**config.mk**
```make
export PLATFORM = sky130hd
export DESIGN_NAME = aes_serial_host_flat
export DESIGN_NICKNAME = d
export VERILOG_FILES = /design/src/rtl/aes_serial_host_if.sv /design/src/rtl/aes_serial_host.sv /design/src/flat_wrapper.sv
export SDC_FILE = /design/constraint.sdc
export NUM_CORES = 1
export LEC_CHECK = 0
export CAP_MARGIN = 20
export CELL_PAD_IN_SITES_DETAIL_PLACEMENT = 0
export CELL_PAD_IN_SITES_GLOBAL_PLACEMENT = 1
export CORE_ASPECT_RATIO = 0.8
export CORE_MARGIN = 1.5
export CORE_UTILIZATION = 42
export CTS_BUF_LIST = sky130_fd_sc_hd__clkbuf_16
export DETAILED_ROUTE_END_ITERATION = 12
export PLACE_DENSITY = 0.86
export SYNTH_ARGS = -nofsm -noshare
export SYNTH_HDL_FRONTEND = slang
export SYNTH_SLANG_ARGS = --single-unit
```
**constraint.sdc**
```tcl
create_clock -name clk -period 23.7 [get_ports clk]
set_clock_uncertainty 0.1 [all_clocks]
set_input_delay 2.37 -clock clk [delete_from_list [all_inputs] [get_ports clk]]
set_output_delay 2.37 -clock clk [all_outputs]
set_load 0.03 [all_outputs]
```
**src/rtl/aes_serial_host_if.sv**
```systemverilog
// Byte-serial bus between the host driver and the AES cipher core.
// Host drives the byte lanes and the three strobes; the core returns 16-bit words.
// master = host side, slave = core side.
interface aes_serial_host_if;
  logic [7:0]  data_out;
  logic [7:0]  key_out;
  logic        sig_in;
  logic        sig_sft;
  logic        sig_out;
  logic [15:0] word_in;

  modport master (
    output data_out,
    output key_out,
    output sig_in,
    output sig_sft,
    output sig_out,
    input  word_in
  );

  modport slave (
    input  data_out,
    input  key_out,
    input  sig_in,
    input  sig_sft,
    input  sig_out,
    output word_in
  );
endinterface

```
**src/rtl/aes_serial_host.sv**
```systemverilog
// Host driver: loads a 128-bit block/key into the byte-serial AES core and reads back 8 words.
// Latency: done rises 78+WAIT_CYCLES edges after the edge that accepts start.
// No backpressure: start is taken only in IDLE and ignored otherwise; optional abort via AES_HOST_ABORT_EN.
module aes_serial_host #(
  parameter int unsigned WAIT_CYCLES = 4
) (
  input  logic         clk,
  input  logic         rst,
  input  logic         start,
`ifdef AES_HOST_ABORT_EN
  input  logic         abort,
`endif
  input  logic [127:0] block_in,
  input  logic [127:0] key_in,
  aes_serial_host_if.master core,
  output logic [127:0] block_out,
  output logic         busy,
  output logic         done
);

  localparam bit HAS_WAIT = (WAIT_CYCLES != 0);
  localparam logic [7:0] WAIT_LAST = (WAIT_CYCLES == 0) ? 8'd0 : 8'(WAIT_CYCLES - 1);

  typedef enum logic [3:0] {
    IDLE,
    LOAD,
    LGAP,
    SHIFT,
    SGAP,
    WAIT,
    OUT,
    OGAP,
    DONE
  } state_t;

  state_t        state;
  // Bytes 1..15 of the latched block/key; byte 0 goes straight to the lanes on accept.
  logic [119:0]  blk;
  logic [119:0]  key;
  logic [3:0]    byte_idx;
  logic [2:0]    word_idx;
  logic [7:0]    wait_cnt;
  // Words 0..6 collected so far; word 7 is appended directly on the way to block_out.
  logic [111:0]  shadow;

  // Sequencer: every output is set on the edge entering the state that presents it.
  always_ff @(posedge clk or posedge rst) begin
    if (rst) begin
      state         <= IDLE;
      blk           <= '0;
      key           <= '0;
      byte_idx      <= '0;
      word_idx      <= '0;
      wait_cnt      <= '0;
      shadow        <= '0;
      core.data_out <= '0;
      core.key_out  <= '0;
      core.sig_in   <= 1'b0;
      core.sig_sft  <= 1'b0;
      core.sig_out  <= 1'b0;
      block_out     <= '0;
      busy          <= 1'b0;
      done          <= 1'b0;
    end else begin
      // Strobes and done are single-cycle; only the entering transition raises them.
      core.sig_in  <= 1'b0;
      core.sig_sft <= 1'b0;
      core.sig_out <= 1'b0;
      done         <= 1'b0;
`ifdef AES_HOST_ABORT_EN
      if (abort && state != IDLE) begin
        state <= IDLE;
        busy  <= 1'b0;
      end else
`endif
      begin
        case (state)
          IDLE: begin
            if (start) begin
              blk           <= block_in[119:0];
              key           <= key_in[119:0];
              byte_idx      <= '0;
              core.data_out <= block_in[127:120];
              core.key_out  <= key_in[127:120];
              core.sig_in   <= 1'b1;
              busy          <= 1'b1;
              state         <= LOAD;
            end
          end
          LOAD: state <= LGAP;
          LGAP: begin
            if (byte_idx == 4'd15) begin
              wait_cnt <= '0;
              if (HAS_WAIT) begin
                state <= WAIT;
              end else begin
                word_idx     <= '0;
                core.sig_out <= 1'b1;
                state        <= OUT;
              end
            end else begin
              core.sig_sft <= 1'b1;
              state        <= SHIFT;
            end
          end
          SHIFT: state <= SGAP;
          SGAP: begin
            byte_idx      <= byte_idx + 4'd1;
            core.data_out <= blk[119:112];
            core.key_out  <= key[119:112];
            blk           <= {blk[111:0], 8'h00};
            key           <= {key[111:0], 8'h00};
            core.sig_in   <= 1'b1;
            state         <= LOAD;
          end
          WAIT: begin
            if (wait_cnt == WAIT_LAST) begin
              word_idx     <= '0;
              core.sig_out <= 1'b1;
              state        <= OUT;
            end else begin
              wait_cnt <= wait_cnt + 8'd1;
            end
          end
          OUT: state <= OGAP;
          OGAP: begin
            // The core presents the word during the gap following its sig_out pulse.
            shadow <= {shadow[95:0], core.word_in};
            if (word_idx == 3'd7) begin
              block_out <= {shadow, core.word_in};
              done      <= 1'b1;
              state     <= DONE;
            end else begin
              word_idx     <= word_idx + 3'd1;
              core.sig_out <= 1'b1;
              state        <= OUT;
            end
          end
          DONE: begin
            busy  <= 1'b0;
            state <= IDLE;
          end
          default: begin
            busy  <= 1'b0;
            state <= IDLE;
          end
        endcase
      end
    end
  end

endmodule
```
**src/flat_wrapper.sv**
```systemverilog
// flat-port wrapper written by rule: the top's interface ports become plain ports
module aes_serial_host_flat 
#(
  parameter int unsigned WAIT_CYCLES = 4
)
  (clk, rst, start, block_in, key_in, block_out, busy, done, core_data_out, core_key_out, core_sig_in, core_sig_sft, core_sig_out, core_word_in);
  aes_serial_host_if core_i ();
  input  logic clk;
  input  logic rst;
  input  logic start;
  input  logic [127:0] block_in;
  input  logic [127:0] key_in;
  output logic [127:0] block_out;
  output logic busy;
  output logic done;
  output wire logic [$bits(core_i.data_out)-1:0] core_data_out;
  output wire logic [$bits(core_i.key_out)-1:0] core_key_out;
  output wire logic [$bits(core_i.sig_in)-1:0] core_sig_in;
  output wire logic [$bits(core_i.sig_sft)-1:0] core_sig_sft;
  output wire logic [$bits(core_i.sig_out)-1:0] core_sig_out;
  input wire logic [$bits(core_i.word_in)-1:0] core_word_in;
  assign core_data_out = core_i.data_out;
  assign core_key_out = core_i.key_out;
  assign core_sig_in = core_i.sig_in;
  assign core_sig_sft = core_i.sig_sft;
  assign core_sig_out = core_i.sig_out;
  assign core_i.word_in = core_word_in;
  aes_serial_host #(.WAIT_CYCLES(WAIT_CYCLES)) u_core (.clk(clk), .rst(rst), .start(start), .block_in(block_in), .key_in(key_in), .core(core_i), .block_out(block_out), .busy(busy), .done(done));
endmodule
```
# Word-level counts from Yosys, hierarchy flattened
# Index checks and enable logic that the tools add are counted.
[totals]
ff_bits = 520
output_inout_bits = 149
elab_cells = 77
[op_classes]
add_sub_neg = 3
eq_ne = 15
n_mux = 32
bitwise_logic = 1
n_reduce_logical = 11
[op_table]
columns = ["cell", "count"]
rows = [
  ["$pmux W120 S2", 2],
  ["$mux W120", 2],
  ["$pmux W8 S2", 3],
  ["$mux W8", 4],
  ["$pmux W4 S8", 1],
  ["$eq A4 B3 Y1 const B", 4],
  ["$mux W4", 4],
  ["$mux W3", 3],
  ["$add A8 B1 Y8 const B", 1],
  ["$eq A4 B2 Y1 const B", 2],
  ["$eq A8 B2 Y1 const B", 1],
  ["$mux W1", 8],
  ["$pmux W4 S2", 1],
  ["$reduce_and A2 Y1", 4],
  ["$reduce_or A7 Y1", 1],
  ["$ne A2 B2 Y1 const B", 3],
  ["$pmux W1 S2", 3],
  ["$pmux W3 S2", 1],
  ["$reduce_and A3 Y1", 2],
  ["$reduce_bool A2 Y1", 3],
  ["$add A4 B1 Y4 const B", 1],
  ["$eq A4 B1 Y1 const B", 1],
  ["$eq A4 B4 Y1 const B", 1],
  ["$logic_not A4 Y1", 1],
  ["other kinds (4)", 5],
]

# Longest topological paths before layout
[depth]
ltp_word = 4
mapped_depth = 8
mapped_depth_nobuf = 6

# Least setup slack after synthesis
# Ideal clock, no wire load.
[synth_path]
path_kind = "in2reg"
start = "in start"
end = "reg u_core.core.data_out[0]"
setup_time_ns = 0.082
arrival_ns = 3.221
slack_ns = 20.298
cell_stages = 5
path_buffers = 2
path_cell_list = "nand3_2 clkbuf_1 clkbuf_1 nand2_1 a31oi_1"
[synth_between]
elab_chain_len = 2
[synth_lines]
columns = ["element", "line", "source"]
rows = [
  ["from (decl)", "flat_wrapper.sv:10", "input logic start;"],
  ["$ne A2 B2 Y1 (no line)", "n/a", ""],
  ["$reduce_and A2 Y1 (no line)", "n/a", ""],
  ["to (signal assigned)", "aes_serial_host.sv:83", "core.data_out <= block_in[127:120];"],
  ["to (signal assigned)", "aes_serial_host.sv:109", "core.data_out <= blk[119:112];"],
  ["to (decl)", "aes_serial_host_if.sv:13", "output data_out,"],
]
# No other way between the ends.
# A chain may end at the register's enable or synchronous reset.

# Final worst setup path
[layout_path]
start = "in start"
end = "reg u_core.key[65]"
[layout_between]
elab_chain_len = 2
[layout_lines]
columns = ["element", "line", "source"]
rows = [
  ["$ne A2 B2 Y1 (no line)", "n/a", ""],
  ["$reduce_and A2 Y1 (no line)", "n/a", ""],
  ["to (signal assigned)", "aes_serial_host.sv:81", "key <= key_in[119:0];"],
  ["to (signal assigned)", "aes_serial_host.sv:112", "key <= {key[111:0], 8'h00};"],
  ["to (decl)", "aes_serial_host.sv:39", "logic [119:0] key;"],
]
# No other way between the ends.

==> impl_metrics.json <==
{
  "synth_flop_cell": "dfrtp_1",
  "crit_path_start": "start",
  "timing.rr.end": "u_core.key[65]$_DFFE_PP0P_",
  "final_cell_mix": "nand2_1 (1241), dfrtp_1 (520), clkdlybuf4s50_1 (423)",
  "avgSynthCellArea_um2": 8.76,
  "gr-usage-met1_pct": 32.9,
  "cts_resized": 0,
  "synth-edff-count": 0,
  "wirelength_mm": 62.6,
  "antenna_found_initial": 9,
  "setup_ws_ns": 18.43,
  "synth_warnings": 0,
  "timing.final.crit_share_pct": 22.2,
  "fin_nets": 3119,
  "ir_drop_mv": 0.0493,
  "synth_xor_area_share_pct": 0,
  "powerDensity_mw_per_mm2": 64.4,
  "r2r_start": "u_core.state[3]$_DFFE_PP0P_",
  "seq_area_frac_synth_pct": 59.1,
  "cts_max_level": 2,
  "post_cts_buffers": 0,
  "crit_fanout": 102,
  "initial_core_util_pct": 42.9,
  "grt.total_usage_pct": 23.2,
  "cts-root-buf": "clkbuf_16",
  "worst_pin_slew_ns": 1.08,
  "slowest_delay_ns": 0.96,
  "fmax_ghz": 0.190,
  "grt_pass1_vias": 17900,
  "rrSetupSlack_ns": 19.90,
  "finalHoldViolCount": 0,
  "critPathMostFrequentCell": "buf_4",
  "worstSetupStartpointType": "input pin",
  "globalRoute.totalOverflow": 0,
  "crit_slowest_cell": "buf_4",
  "worstHoldPathCells": 2,
  "rows": 74,
  "die-area_mm2": 0.0538,
  "drc_errors": 0,
  "ys_types": 49,
  "drv_cap": 0,
  "die_width_um": 259,
  "cts_hold_buf": 0,
  "wl_per_cell_um": 17.5,
  "critPathKind": "input pin to register",
  "setup_violations": 0,
  "synth-compound-area-share_pct": 8.77,
  "synth_top_family_by_area": "simple AND/OR/NAND/NOR gates",
  "hold_class": "register to register",
  "gp_congestion": 0.874,
  "syn_area_mm2": 0.0220,
  "yosys.area_share.simple_pct": 26.6,
  "crit_chain": "clkdlybuf4s50_1 -> nand3_4 -> buf_4 -> buf_4 -> nand2_1 -> a31oi_1",
  "final_antenna_net_count": 0,
  "status": "completed",
  "mostFrequentLayoutCell": "nand2_1",
  "grt_max_degree": 260,
  "leakage_nw": 13.3,
  "busiest_layer": "met2",
  "path_clk_slew_ns": 0.06,
  "use_met3_pct": 5.37,
  "grt_pass1_wl_mm": 100,
  "design_area_mm2": 0.0280,
  "numPortBuffers": 423,
  "rsz0062_at_grt": "false",
  "total_power_mw": 1.80,
  "synth_mux_area_share_pct": 0.233,
  "dp_slack_ns": 17.87,
  "numCtsBuffers": 53,
  "cts_sinks": 520,
  "ioPinCount": 424,
  "worstSkewPairLatency_ns": 0.61,
  "synth_fa_ha_area_share_pct": 0.227,
  "utilization_pct": 54.5,
  "slew_headroom_pct": 27.8,
  "worstPathRequired_ns": 24.10,
  "maxSlewViolCount": 0,
  "vias": 18200,
  "cts_tree": "done",
  "syn_nets": 2792,
  "min_period_ns": 5.27,
  "syn2layout_area_growth_pct": 27.3,
  "r2r_cells": 6,
  "cp-endpoint": "u_core.key[65]$_DFFE_PP0P_",
  "critical_path_arrival_ns": 5.67,
  "setup_tns_ns": 0,
  "met2_usage_pct": 35.3,
  "dr.pass1.iters": 8,
  "dp_hpwl_mm": 41.1,
  "synthArstFlopShare_pct": 100,
  "syn_inst": 2513,
  "ys_ff_latch": 520,
  "dpl_cell_area_mm2": 0.0262,
  "drt_iter0_markers": 1807,
  "drive_gt1_share_pct": 5.34,
  "core_area_mm2": 0.0514,
  "end_kind": "register",
  "cts_buffer_depth": 3,
  "fp.dieH_um": 208,
  "routed_via_density": 5.10
}
[per-layer routing]
metal / wire (µm) / up-vias / share of wire (%)
met2: 28400 / 509 / 45
li1: - / 8720 / -
met1: 28400 / 8883 / 45
met4: 1420 / 6 / 2.3
met5: 38 / - / 0.061
met3: 4310 / 103 / 6.9
[state kept, by name, indices dropped and copies added, names as in the netlist]
name / count
u_core.core.key_out: 8
u_core.core.sig_out: 1
u_core.word_idx: 3
u_core.core.sig_sft: 1
u_core.shadow: 112
u_core.core.sig_in: 1
u_core.busy: 1
u_core.key: 120
u_core.byte_idx: 4
u_core.done: 1
u_core.state: 4
u_core.core.data_out: 8
u_core.block_out: 128
u_core.wait_cnt: 8
u_core.blk: 120
[kinds of logic after synthesis]
logic type,after synthesis
adder cells (fa/ha/maj),4
flip-flops,520
buffers and inverters,180
multiplexers,5
AO/OA/AOI/OAI,289
AND/OR/NAND/NOR,1515
[how the worst min path moves through the flow]
stage                                   start                                end  slack [ns]
6_report       u_core.shadow[103]$_DFFE_PP0P_  u_core.block_out[119]$_DFFE_PP0P_        0.37
3_3_place_gp   u_core.shadow[103]$_DFFE_PP0P_  u_core.block_out[119]$_DFFE_PP0P_        0.35
5_1_grt         u_core.shadow[98]$_DFFE_PP0P_  u_core.block_out[114]$_DFFE_PP0P_        0.39
2_1_floorplan   u_core.shadow[96]$_DFFE_PP0P_  u_core.block_out[112]$_DFFE_PP0P_        0.34
4_1_cts        u_core.shadow[103]$_DFFE_PP0P_  u_core.block_out[119]$_DFFE_PP0P_        0.37
3_5_place_dp   u_core.shadow[103]$_DFFE_PP0P_  u_core.block_out[119]$_DFFE_PP0P_        0.35
[critical path: cells and delay by family]
kind            cells  cell delay [ns]
buf+inv             3             2.21
simple gates        2             0.77
compound gates      1             0.22
[synth_stat cells, types with 2 or more instances]
library cell / instances / share of area, %
mux2i_1: 4 / 0.18
or4b_4: 2 / 0.13
buf_4: 4 / 0.14
nor2_2: 21 / 0.60
nand4_1: 2 / 0.057
nand3_1: 2 / 0.045
inv_1: 8 / 0.14
a31oi_2: 20 / 1.1
nor3_1: 2 / 0.045
clkbuf_1: 67 / 1.1
buf_1: 4 / 0.068
and4_1: 3 / 0.12
buf_6: 51 / 2.6
nand2_1: 1242 / 21
a22o_1: 2 / 0.080
buf_2: 45 / 1.0
ha_1: 4 / 0.23
nand2b_1: 2 / 0.057
a31oi_1: 223 / 6.3
o21ai_0: 11 / 0.25
dfrtp_1: 520 / 59
nor2_1: 227 / 3.9
a21oi_1: 21 / 0.48
[where the power goes]
part | internal [mW] | total, mW | leakage (nW) | switching [mW]
sequential | 0.895 | 0.902 | 6.28 | 0.00678
clock | 0.464 | 0.829 | 0.889 | 0.365
combinational | 0.0436 | 0.0737 | 6.15 | 0.0301
[metrics by stage]
step                      cells  hold slack [ns]
after floorplan            2513            0.339
after global placement     3466            0.353
after detailed placement   3467            0.355
after CTS                  3565            0.370
after global routing       3571            0.389
final                      3575            0.366
[layout make-up]
cell class,instances,area [µm²]
multi-input cells,1813,7910
inverters,9,43.8
diodes,8,20.0
well taps,684,856
repair buffers,443,4460
clock inverters,45,392
fillers,4618,23400
flip-flops and latches,520,13000
clock buffers,53,1330
No activity file was read; power rests on OpenSTA's default activity.
